`config.mk`:
```
export PLATFORM = sky130hd
export DESIGN_NAME = instruction_cycle_sequencer
export DESIGN_NICKNAME = d
export VERILOG_FILES = /design/src/rtl/bascomp_pkg.sv /design/src/rtl/timing_decoder.sv /design/src/rtl/instruction_cycle_sequencer.sv
export SDC_FILE = /design/constraint.sdc
export NUM_CORES = 1
export LEC_CHECK = 0
export ABC_AREA = 1
export CAP_MARGIN = 20
export CORE_MARGIN = 2
export CORE_UTILIZATION = 35
export DETAILED_ROUTE_END_ITERATION = 10
export PLACE_DENSITY = 0.83
export SLEW_MARGIN = 5
export SYNTH_ARGS = -nofsm -noshare
export SYNTH_HDL_FRONTEND = slang
export SYNTH_SLANG_ARGS = --single-unit
```
`constraint.sdc`:
```
create_clock -name clk -period 1.25 [get_ports clk]
set_input_delay 0.25 -clock clk [delete_from_list [all_inputs] [get_ports clk]]
set_output_delay 0.25 -clock clk [all_outputs]
set_load 0.005 [all_outputs]
```
`src/rtl/bascomp_pkg.sv`:
```
// Shared constants for the basic computer control path: opcodes, sequencer
// phase encoding and the per-opcode execute end count.
package bascomp_pkg;

  localparam logic [2:0] OP_AND = 3'd0;
  localparam logic [2:0] OP_ADD = 3'd1;
  localparam logic [2:0] OP_LDA = 3'd2;
  localparam logic [2:0] OP_STA = 3'd3;
  localparam logic [2:0] OP_BUN = 3'd4;
  localparam logic [2:0] OP_BSA = 3'd5;
  localparam logic [2:0] OP_ISZ = 3'd6;
  localparam logic [2:0] OP_REG = 3'd7;

  // Phase encoding is visible on the phase output, so the values are fixed.
  typedef enum logic [2:0] {
    PH_IDLE     = 3'd0,
    PH_FETCH    = 3'd1,
    PH_DECODE   = 3'd2,
    PH_INDIRECT = 3'd3,
    PH_EXECUTE  = 3'd4
  } phase_e;

  // Last fetch timing slot and the runaway-counter value.
  localparam logic [3:0] SC_FETCH_LAST = 4'd1;
  localparam logic [3:0] SC_WATCHDOG   = 4'd15;

  // Timing slot on which the execute phase of an opcode finishes.
  function automatic logic [3:0] end_count(input logic [2:0] op);
    logic [3:0] cnt;
    case (op)
      OP_STA, OP_BUN: cnt = 4'd4;
      OP_ISZ:         cnt = 4'd6;
      OP_REG:         cnt = 4'd3;
      default:        cnt = 4'd5;  // AND, ADD, LDA, BSA
    endcase
    return cnt;
  endfunction

endpackage

```
`src/rtl/timing_decoder.sv`:
```
// 4-to-16 one-hot decoder with enable; all outputs low when disabled.
module timing_decoder (
  input  logic        en_i,
  input  logic [3:0]  sel_i,
  output logic [15:0] t_o
);

  // One bit set at the selected position while enabled.
  always_comb begin
    t_o = '0;
    if (en_i) t_o[sel_i] = 1'b1;
  end

endmodule

```
`src/rtl/instruction_cycle_sequencer.sv`:
```
// Instruction cycle sequencer: walks fetch/decode/indirect/execute against
// the external sequence counter, decodes T0-T15 and requests counter clears.
// Optional continuity checker built when SEQ_CHECK_EN is defined; otherwise
// seq_err is tied low.
//
// Handshake: enable is a level start request honoured only in IDLE; halt is a
// one-cycle-or-longer stop request latched while running and honoured at the
// end of the current instruction; sc_clr asks the counter to read 0 on the
// following cycle.
module instruction_cycle_sequencer
  import bascomp_pkg::*;
(
  input  logic        clk,
  input  logic        reset,
  input  logic [3:0]  sc_count,
  input  logic        enable,
  input  logic        halt,
  input  logic        ir_i,
  input  logic [2:0]  opcode,
  output logic [15:0] t,
  output logic [2:0]  phase,
  output logic        sc_clr,
  output logic        running,
  output logic        seq_err
);

  phase_e     state_q, state_d;
  logic       halt_q, halt_d;
  logic [2:0] op_q, op_d;
  logic       ind_q, ind_d;
  logic       halt_pend;

  assign running   = (state_q != PH_IDLE);
  assign phase     = state_q;
  assign halt_pend = halt_q | halt;

  timing_decoder u_timing_decoder (
    .en_i  (running),
    .sel_i (sc_count),
    .t_o   (t)
  );

  // Next-state, clear request and captured instruction fields.
  always_comb begin
    state_d = state_q;
    sc_clr  = 1'b0;
    halt_d  = halt_q;
    op_d    = op_q;
    ind_d   = ind_q;

    if (running && halt) halt_d = 1'b1;

    case (state_q)
      PH_IDLE: begin
        sc_clr = 1'b1;
        if (enable && !halt) state_d = PH_FETCH;
      end
      PH_FETCH: begin
        if (sc_count == SC_FETCH_LAST) state_d = PH_DECODE;
      end
      PH_DECODE: begin
        op_d    = opcode;
        ind_d   = ir_i;
        state_d = (opcode != OP_REG && ir_i) ? PH_INDIRECT : PH_EXECUTE;
      end
      PH_INDIRECT: begin
        // Only reachable with the indirect bit captured; an inconsistent
        // entry restarts the fetch rather than executing a bogus address.
        if (ind_q) begin
          state_d = PH_EXECUTE;
        end else begin
          sc_clr  = 1'b1;
          state_d = PH_FETCH;
        end
      end
      PH_EXECUTE: begin
        if (sc_count == end_count(op_q)) begin
          sc_clr  = 1'b1;
          state_d = halt_pend ? PH_IDLE : PH_FETCH;
        end
      end
      default: begin
        sc_clr  = 1'b1;
        state_d = PH_IDLE;
      end
    endcase

    // Runaway counter: restart the instruction from T0.
    if (running && sc_count == SC_WATCHDOG) begin
      sc_clr  = 1'b1;
      state_d = PH_FETCH;
    end

    if (state_d == PH_IDLE) halt_d = 1'b0;
  end

  // State and captured-field registers.
  always_ff @(posedge clk) begin
    if (reset) begin
      state_q <= PH_IDLE;
      halt_q  <= 1'b0;
      op_q    <= 3'd0;
      ind_q   <= 1'b0;
    end else begin
      state_q <= state_d;
      halt_q  <= halt_d;
      op_q    <= op_d;
      ind_q   <= ind_d;
    end
  end

`ifdef SEQ_CHECK_EN
  logic       prev_clr_q;
  logic [3:0] prev_cnt_q;
  logic       err_q, err_d;
  logic [3:0] exp_cnt;

  assign exp_cnt = prev_clr_q ? 4'd0 : prev_cnt_q + 4'd1;
  assign seq_err = err_q;

  // Sticky fault on any counter discontinuity or watchdog hit while running.
  always_comb begin
    err_d = err_q;
    if (running && (sc_count != exp_cnt || sc_count == SC_WATCHDOG)) err_d = 1'b1;
  end

  // Remember last cycle's counter value and clear request.
  always_ff @(posedge clk) begin
    if (reset) begin
      prev_clr_q <= 1'b1;
      prev_cnt_q <= 4'd0;
      err_q      <= 1'b0;
    end else begin
      prev_clr_q <= sc_clr;
      prev_cnt_q <= sc_count;
      err_q      <= err_d;
    end
  end
`else
  assign seq_err = 1'b0;
`endif

endmodule

```
==> results of run 1 <==
cell usage after synthesis, drive strengths merged:
cell / number / area (um^2)
o21ai: 5 / 28.77
nand2: 30 / 117.6
inv: 19 / 71.32
dfxtp: 8 / 160.2
nor3: 4 / 41.29
nor2: 33 / 136.4
nand4: 4 / 25.02
nand3: 11 / 65.06
conb: 1 / 3.750
buf: 1 / 7.510
a21oi: 3 / 18.77
nand3b: 1 / 7.510
metrics by stage:
step	util [%]	TNS, ns	hold WS (ns)	setup slack, ns
2_1_floorplan	-	0	0.3191	0.05419
3_3_place_gp	68.98	-14.23	0.5086	-0.7812
3_5_place_dp	68.98	-14.64	0.5304	-0.7953
4_1_cts	77.61	-5.279	0.5287	-0.3440
5_1_grt	85.12	-7.938	0.5850	-0.4348
6_report	85.12	-6.276	0.5754	-0.3536
cells by family after synthesis:
logic type / count (synthesis) / synth area share (%)
other: 1 / 0.5489
buffers and inverters: 20 / 11.54
DFF: 8 / 23.44
and+or+nand+nor: 83 / 57.51
AOI/OAI and AO/OA: 8 / 6.959
registers in the layout (all words and copies together), names as in the netlist:
register  cells
phase         3
halt_q        1
op_q          3
ind_q         1
worst paths after layout:
kind	cells past startpoint	start	endpoint	slack (ns)
max	5	phase[1]$_SDFF_PP0_	sc_clr	-0.35
min	2	halt_q$_SDFFE_PP0P_	halt_q$_SDFFE_PP0P_	0.58
max reg2reg	11	phase[1]$_SDFF_PP0_	halt_q$_SDFFE_PP0P_	-0.22
min reg2reg	2	halt_q$_SDFFE_PP0P_	halt_q$_SDFFE_PP0P_	0.58
final cells by class:
type                       instances  share of cell area (%)
clock buffer                       3                   1.484
inverter                          19                   5.029
multi-input combinational         92                   38.50
sequential                         8                   11.71
tap                               25                   2.061
timing repair buffer              74                   41.22
worst max-delay path: stages, from the launching register on:
cell	delay, ns
sky130_fd_sc_hd__dfxtp_4	0.35
sky130_fd_sc_hd__buf_6	0.13
sky130_fd_sc_hd__nor3_4	0.24
sky130_fd_sc_hd__nand3b_1	0.15
sky130_fd_sc_hd__nand4_1	0.08
sky130_fd_sc_hd__buf_2	0.14
power groups by stage:
stage	Clock [mW]	Sequential, mW	Combinational (mW)
6_report	0.203	0.262	0.302
5_1_grt	0.219	0.262	0.321
4_1_cts	0.213	0.265	0.268
3_5_place_dp	0	0.271	0.218
3_3_place_gp	0	0.271	0.213
2_1_floorplan	0	0.272	0.0814
cells in the final DEF (no fill, tap or decap), drive strengths merged:
cell type	instances
buf	62
nor2	33
nand2	30
inv	19
nand3	11
dfxtp	8
clkdlybuf4s50	7
o21ai	5
nand4	4
nor3	4
clkbuf	3
dlygate4sd2	3
a21oi	3
clkdlybuf4s15	2
nand3b	1
conb	1
timing repair:
action,in CTS,in global routing
pin swaps,15,13
setup endpoints to repair,25,28
resized for setup,120,35
buffers inserted,13,5
per-layer routing:
metal | GRT usage (%) | up-vias | routed length (um)
met4 | 16.22 | 0 | 208
met5 | 0 | - | 0
li1 | - | 532 | -
met2 | 59.47 | 79 | 1936
met1 | 23.99 | 523 | 1064
met3 | 2.593 | 26 | 297
==> reports/metrics.yaml, run 1 <==
drt:
  wire_per_inst_um: 15.86
  drtAntennaViolNets: 0
  dr_total_vias: 1160
  drt_drc_violations_left: 0
  vias_per_cell: 5.249
  dr.first_iter.drc_count: 65
  wl_um: 3506
  iteration_count_of_the_initial_detailed_routing_pass: 5
run:
  max_cap_violations: 0
synthesis:
  syn-mean-instance-area_um2: 5.693
  syn-cell-area_um2: 683.2
  postSynthCellCount: 120
  synth_cell_types: 22
  syn-num-nets: 132
  synth-seq-area-share_pct: 23.44
  synth.yosys.warnings: 0
  synth_seq_cells: 8
setup_path:
  critPathKind: "reg2out"
  end_kind: "primary output"
  start_kind: "flip-flop"
  cp_max_fo: 4
  cp.arrival_ns: 1.35
  required_ns: 1.00
worst_hold_path:
  min_path_type: "reg2reg"
grt:
  grt_first_pass_wirelength_um: 4319
  groute.usage.overall_pct: 28.01
  largest_net_degree_at_the_start_of_global_routing: 7
  antenna_violations_before_repair: 0
  grt_pass1_vias: 1037
  gr-total-overflow: 0
cells_and_area:
  multiInputGateArea_um2: 584.3
  layout.area.seq_um2: 177.7
  nets: 210
  final_area_um2: 1518
  drive_gt1_share_pct: 58.16
  syn2layout_area_growth_pct: 122.2
  fin_cells: 221
  final.fill_count: 99
  ant_diodes: 0
clock_network:
  worst_skew_pair.late_latency_ns: 0.26
  clock_tree.htree_level_count: 1
  cts_tree: "yes"
  cts_hold_buffers: 0
  path_clk_slew_ns: 0.06
  clk_root_buffer_cell: "sky130_fd_sc_hd__clkbuf_4"
  cts.path.max_buffers: 2
  cts_buffers: 3
  cts_sinks: 8
placed_design:
  place.detailed.hpwl_um: 1775
  dpl-instance-area_um2: 1230
  gpl.final_weighted_congestion: 0.8871
  port_buffers: 32
  numPlacedInstances: 203
power:
  seq_power_share_pct: 34.2
  p_int_uw: 517.6
  cellPowerDensity_nw_per_um2: 505.5
  ir_worst_vdd_v: 0.0006498
  p_switching_uw: 249.7
  power_leakage_nw: 0.7664
  power.switching_fraction_pct: 32.54
  p_total_uw: 767.3
  comb_power_share_pct: 39.4
  pwr-share-clk_pct: 26.4
sta:
  layout_min_cycle_time_ns: 1.604
  max_freq_mhz: 623.6
  setup_slack_ns: -0.3536
  fin_skew_ns: 0.003682
  setup-violations-final: 26
  timing_hold_violations_final: 0
  rsz_0062_raised_after_global_routing: "true"
  timing_max_transition_violations_final: 0
  finalCritPeriodShare_pct: 128.3
die:
  die_area_um2: 2321
  top_level_ports: 34
  row_count: 15
  die-width_um: 48.18
  initial_utilization_pct: 38.32
  design.core.area_um2: 1783
  chip_height_um: 48.18
run_status:
  failing_checks: "setup timing"
  outcome: "complete, but fails checks"
Note: power is estimated with default switching activity, not from simulation.
==> run 2, diff against run 1 <==
--- a/config.mk
+++ b/config.mk
@@ -9,9 +9,9 @@
 export CAP_MARGIN = 20
 export CORE_MARGIN = 2
 export CORE_UTILIZATION = 35
+export CTS_CLUSTER_SIZE = 14
 export DETAILED_ROUTE_END_ITERATION = 10
 export PLACE_DENSITY = 0.83
-export SLEW_MARGIN = 5
 export SYNTH_ARGS = -nofsm -noshare
 export SYNTH_HDL_FRONTEND = slang
 export SYNTH_SLANG_ARGS = --single-unit
==> results of run 2 <==
Final layout, timing and power as in run 1 (identical DEF).
